--- src/rtl/trigger_framer.sv ---
// trigger_framer: threshold trigger that frames each above-threshold burst of
// ADC samples as an AXI-stream packet (header, data beats, time-stamped footer).
//
// Handshake semantics: a beat transfers on a rising clock edge where both
// TVALID and TREADY are high. Registered beats (header, footer) are held
// stable while TVALID=1 and TREADY=0. Data beats are a combinational
// pass-through of the slave stream, so they hold exactly as long as the
// upstream source holds its sample.
module trigger_framer #(
  parameter int         ADC_DATA_WIDTH   = 16,
  parameter int         TIME_STAMP_WIDTH = 16,
  parameter logic [7:0] CH_ID            = 8'h00,
  parameter int         MAX_SAMPLE_NUM   = 1024
) (
  input  logic                               AXIS_ACLK,
  input  logic                               AXIS_ARESETN,
  input  logic signed [ADC_DATA_WIDTH-1:0]   THRESHOLD_VAL,
  input  logic        [TIME_STAMP_WIDTH-1:0] CURRENT_TIME,
  output logic        [1:0]                  EXEC_STATE,
  input  logic signed [ADC_DATA_WIDTH-1:0]   S_AXIS_TDATA,
  input  logic                               S_AXIS_TVALID,
  output logic                               S_AXIS_TREADY,
  output logic        [31:0]                 M_AXIS_TDATA,
  output logic                               M_AXIS_TVALID,
  input  logic                               M_AXIS_TREADY,
  output logic                               M_AXIS_TLAST
);

  // State codes double as the EXEC_STATE value seen by time_counter.
  localparam logic [1:0] ST_INIT     = 2'b00;
  localparam logic [1:0] ST_HEADER   = 2'b01;
  localparam logic [1:0] ST_TRG      = 2'b11;
  localparam logic [1:0] ST_FINALIZE = 2'b10;

  localparam int         PAD_W   = 32 - ADC_DATA_WIDTH;
  localparam logic [15:0] MAX_CNT = 16'(MAX_SAMPLE_NUM);

  logic        [1:0]                  state_q,  state_d;
  logic signed [ADC_DATA_WIDTH-1:0]   thr_q,    thr_d;
  logic signed [ADC_DATA_WIDTH-1:0]   trig_q,   trig_d;
  logic        [15:0]                 count_q,  count_d;
  logic        [31:0]                 footer_q, footer_d;
  logic                               above;

  assign EXEC_STATE = state_q;

  // Next-state, datapath and output decode for the framing FSM.
  always_comb begin
    above         = (S_AXIS_TDATA > thr_q);
    state_d       = state_q;
    thr_d         = (state_q == ST_INIT) ? THRESHOLD_VAL : thr_q;
    trig_d        = trig_q;
    count_d       = count_q;
    footer_d      = footer_q;
    S_AXIS_TREADY = 1'b0;
    M_AXIS_TVALID = 1'b0;
    M_AXIS_TLAST  = 1'b0;
    M_AXIS_TDATA  = 32'h0;
    case (state_q)
      ST_INIT: begin
        // Everything is consumed here; only an above-threshold sample is kept.
        S_AXIS_TREADY = 1'b1;
        if (S_AXIS_TVALID && above) begin
          trig_d  = S_AXIS_TDATA;
          count_d = 16'd1;
          state_d = ST_HEADER;
        end
      end
      ST_HEADER: begin
        M_AXIS_TVALID = 1'b1;
        M_AXIS_TDATA  = {8'hAA, CH_ID, trig_q};
        if (M_AXIS_TREADY) begin
          state_d = ST_TRG;
        end
      end
      ST_TRG: begin
        // Below-threshold samples are swallowed even under backpressure so
        // that the burst can terminate without waiting on downstream.
        M_AXIS_TDATA  = {{PAD_W{S_AXIS_TDATA[ADC_DATA_WIDTH-1]}}, S_AXIS_TDATA};
        M_AXIS_TVALID = S_AXIS_TVALID & above;
        S_AXIS_TREADY = M_AXIS_TREADY | ~above;
        if (S_AXIS_TVALID && S_AXIS_TREADY) begin
          if (above) begin
            if (count_q < MAX_CNT) begin
              count_d = count_q + 16'd1;
            end
            if (count_q == MAX_CNT - 16'd1) begin
              state_d = ST_FINALIZE;
            end
          end else begin
            state_d = ST_FINALIZE;
          end
        end
        if (state_d == ST_FINALIZE) begin
          footer_d = {CURRENT_TIME, count_d};
        end
      end
      ST_FINALIZE: begin
        M_AXIS_TVALID = 1'b1;
        M_AXIS_TLAST  = 1'b1;
        M_AXIS_TDATA  = footer_q;
        if (M_AXIS_TREADY) begin
          state_d = ST_INIT;
        end
      end
      default: begin
        state_d = ST_INIT;
      end
    endcase
  end

  // State and datapath registers with synchronous active-low reset.
  always_ff @(posedge AXIS_ACLK) begin
    if (!AXIS_ARESETN) begin
      state_q  <= ST_INIT;
      thr_q    <= '0;
      trig_q   <= '0;
      count_q  <= 16'd0;
      footer_q <= 32'h0;
    end else begin
      state_q  <= state_d;
      thr_q    <= thr_d;
      trig_q   <= trig_d;
      count_q  <= count_d;
      footer_q <= footer_d;
    end
  end

endmodule
--- config.mk ---
export PLATFORM = sky130hd
export DESIGN_NAME = trigger_framer
export DESIGN_NICKNAME = d
export VERILOG_FILES = /design/src/rtl/trigger_framer.sv
export SDC_FILE = /design/constraint.sdc
export NUM_CORES = 1
export LEC_CHECK = 0
export CAP_MARGIN = 20
export CELL_PAD_IN_SITES_DETAIL_PLACEMENT = 1
export CELL_PAD_IN_SITES_GLOBAL_PLACEMENT = 1
export CORE_MARGIN = 4
export CORE_UTILIZATION = 30
export DETAILED_ROUTE_END_ITERATION = 16
export PLACE_DENSITY = 0.74
export SLEW_MARGIN = 10
export SYNTH_ARGS = -nofsm -noshare
export SYNTH_HDL_FRONTEND = slang
export SYNTH_SLANG_ARGS = --single-unit
--- constraint.sdc ---
create_clock -name AXIS_ACLK -period 2.45 [get_ports AXIS_ACLK]
set_input_delay 0.245 -clock AXIS_ACLK [delete_from_list [all_inputs] [get_ports AXIS_ACLK]]
set_output_delay 0.245 -clock AXIS_ACLK [all_outputs]
set_load 0.05 [all_outputs]
==> results of run 1 <==
-- area by class of cell --
cell class	instances	area, um^2
Fill cell	1595	6900
Multi-Input combinational cell	396	3310
Timing Repair Buffer	193	2190
Sequential cell	82	1650
Tap cell	184	230
Clock buffer	9	225
Inverter	29	109
Clock inverter	7	76.3
-- flip-flops by register name, summed over array words and instances, names as in the netlist --
register and flops:
trig_q 16, count_q 16, thr_q 16, footer_q 32, EXEC_STATE 2
-- through the flow --
stage          utilization  worst slack, ns  TNS, ns  instances
2_1_floorplan            -          -0.0517   -0.541        546
3_3_place_gp         0.457           -0.469   -26.66        856
3_5_place_dp         0.457           -0.593   -32.96        856
4_1_cts              0.508           -0.302    -9.02        889
5_1_grt              0.530           -0.486   -22.63        900
6_report             0.530           -0.406   -13.37        900
-- logic make-up (layout without fill, tap and decap cells) --
family                     after synthesis  after routing  synth area share
and+or+nand+nor                        211            211             0.217
xor gates and xnor gates                 6              6            0.0115
adders and majority gates               21             21            0.0577
AOI/OAI and AO/OA                      102            102             0.166
buffers and inverters                   68            238            0.0635
muxes                                   56             56             0.124
DFF                                     82             82             0.360
-- worst max-delay path by stage --
stage | end | slack (ns)
2_1_floorplan | M_AXIS_TDATA[0] | -0.05
3_3_place_gp | footer_q[9] | -0.47
3_5_place_dp | footer_q[10] | -0.59
4_1_cts | M_AXIS_TVALID | -0.30
5_1_grt | M_AXIS_TVALID | -0.49
6_report | M_AXIS_TVALID | -0.41
-- cell usage after synthesis (7+ instances only) --
cell type,n,area share
nand4_1,11,0.015
mux2i_1,54,0.12
o21bai_1,8,0.013
ha_1,21,0.058
nor2_1,73,0.060
nand3_1,8,0.0088
dfxtp_1,82,0.36
a31oi_1,8,0.011
a21oi_1,25,0.027
inv_1,29,0.024
and3_1,7,0.0096
nor3_1,10,0.011
clkbuf_1,30,0.025
a222oi_1,15,0.033
nand2_1,77,0.063
-- worst max-delay path: stages --
cell and delay (ns):
clkdlybuf4s50_1 0.52, ha_4 0.34, nand4_4 0.13, nor4_4 0.34
o21a_1 0.22, o31a_1 0.30, nor3_4 0.11, a21oi_4 0.18
nor2_4 0.06, buf_12 0.14
-- what timing repair did --
item	4_1_cts	5_1_grt
buffers inserted	15	16
gates resized for setup	60	63
pin swaps	25	47
cloned	3	1
setup endpoints to repair	67	81
-- metal layers --
layer,up-vias,global-route usage,share of wire
met1,2502,0.249,0.42
li1,2276,-,-
met3,28,0.0333,0.043
met5,-,0,0
met2,153,0.358,0.52
met4,0,0.0741,0.021
-- where the power goes --
part | total, uW | switching (uW) | internal (uW)
sequential | 1600 | 111 | 1490
clock | 1450 | 644 | 802
combinational | 3650 | 2050 | 1600
total | 6690 | 2800 | 3890
==> flow_summary.yaml, run 1 <==
logic_synthesis:
  syn_nets: 619
  synthFlopType: "dfxtp_1"
  synth_area_per_cell_um2: 8.34
  synth_edf_count: 0
  yosysWarnings: 0
  syn-instance-count: 546
  synth.distinct_cells: 56
  yosys_register_bits: 82
  synth-seq-area-share: 0.360
  syn-cell-area_mm2: 0.00455
  synthArstFlopShare: 0
die:
  start_util: 0.310
  die-area_mm2: 0.0172
  ioPinCount: 89
  die_width_um: 131
  rows: 44
  die_height_um: 131
  core_mm2: 0.0147
setup_path:
  critPathKind: "in -> out"
  critPathArrivalTime_ns: 2.61
  rr_endpoint: "footer_q[23]"
  crit_required_ns: 2.20
  end_kind: "primary output"
  critPathMaxFanout: 4
  r2r_start: "thr_q[13]"
  cp-startpoint: "S_AXIS_TDATA[15]"
  r2r_cells: 14
  worstSetupStartpointType: "input pin"
  rrSetupSlack_ns: -0.29
placed_design:
  routabilityCongestion: 0.900
  portBuffers: 88
  dpl.hpwl_um: 12500
  placed_area_mm2: 0.00672
cells_and_area:
  final_cell_mix: "nand2_1, dfxtp_1, buf_4, nor2_1, mux2i_1"
  mostFrequentLayoutCell: "nand2_1"
  syn_to_final_growth_pct: 71.2
  drive_gt1_frac: 0.376
  nNetsFinal: 784
  finalInstanceArea_mm2: 0.00779
  antenna_cells: 0
min_path:
  holdPathStages: 2
  whs_endpoint: "EXEC_STATE[1]"
  worst_hold_path_type: "in -> reg"
  hold_path_startpoint: "AXIS_ARESETN"
power:
  peakVddDrop_mv: 0.456
  total_power_uw: 6690
  p_per_area_mw_per_mm2: 858
  power.leakage_uw: 0.00310
sta:
  relSlewSlack: 0.467
  period_share: 1.17
  max_freq_mhz: 350
  setup_violations: 65
  maxSlewViolCount: 0
  fin_crit_ns: 2.86
  worst_slack_ns: -0.406
  tightest_slew_ns: 0.800
  rsz0062_at_grt: "yes"
  clock_skew_ns: 0.00911
  hold_ws_ns: 0.250
  hold_viol: 0
drt:
  drtPass1Iterations: 7
  via_count: 4959
  routed_wl_um: 18800
  ant_nets: 0
  via_per_inst: 5.51
  wl_per_cell_um: 20.8
  drc_errors: 0
  drt_iter0_markers: 308
clock_network:
  cts.hold.buffers_added: 0
  cts_tree: "yes"
  clockBufferDepth: 2
  cts-root-buf: "clkbuf_16"
  h-tree-depth: 3
  clk_latency_ns: 0.36
  cts_num_sinks: 82
  cts_buffers: 9
  clk_pin_slew_ns: 0.07
global_routing:
  overflow: 0
  grt_pass1_vias: 5316
  antenna_found_initial: 0
  grt_pass1_wl_um: 28500
  track_usage: 0.203
  grt_max_degree: 40
outcome:
  failed_checks: "setup timing"
  status: "finished, violations left"
run:
  max_cap_violations: 0
No activity file was read; power rests on OpenSTA's default activity.
==> inputs of run 2 (changes only) <==
- HOLD_SLACK_MARGIN: default -> 0.08
==> results of run 2 <==
The final DEF is identical to that of run 1; final timing and power are the same.
==> inputs of run 3 (changes only) <==
- HOLD_SLACK_MARGIN: 0.08 -> default
==> results of run 3 <==
The final DEF is identical to that of run 1; final timing and power are the same.
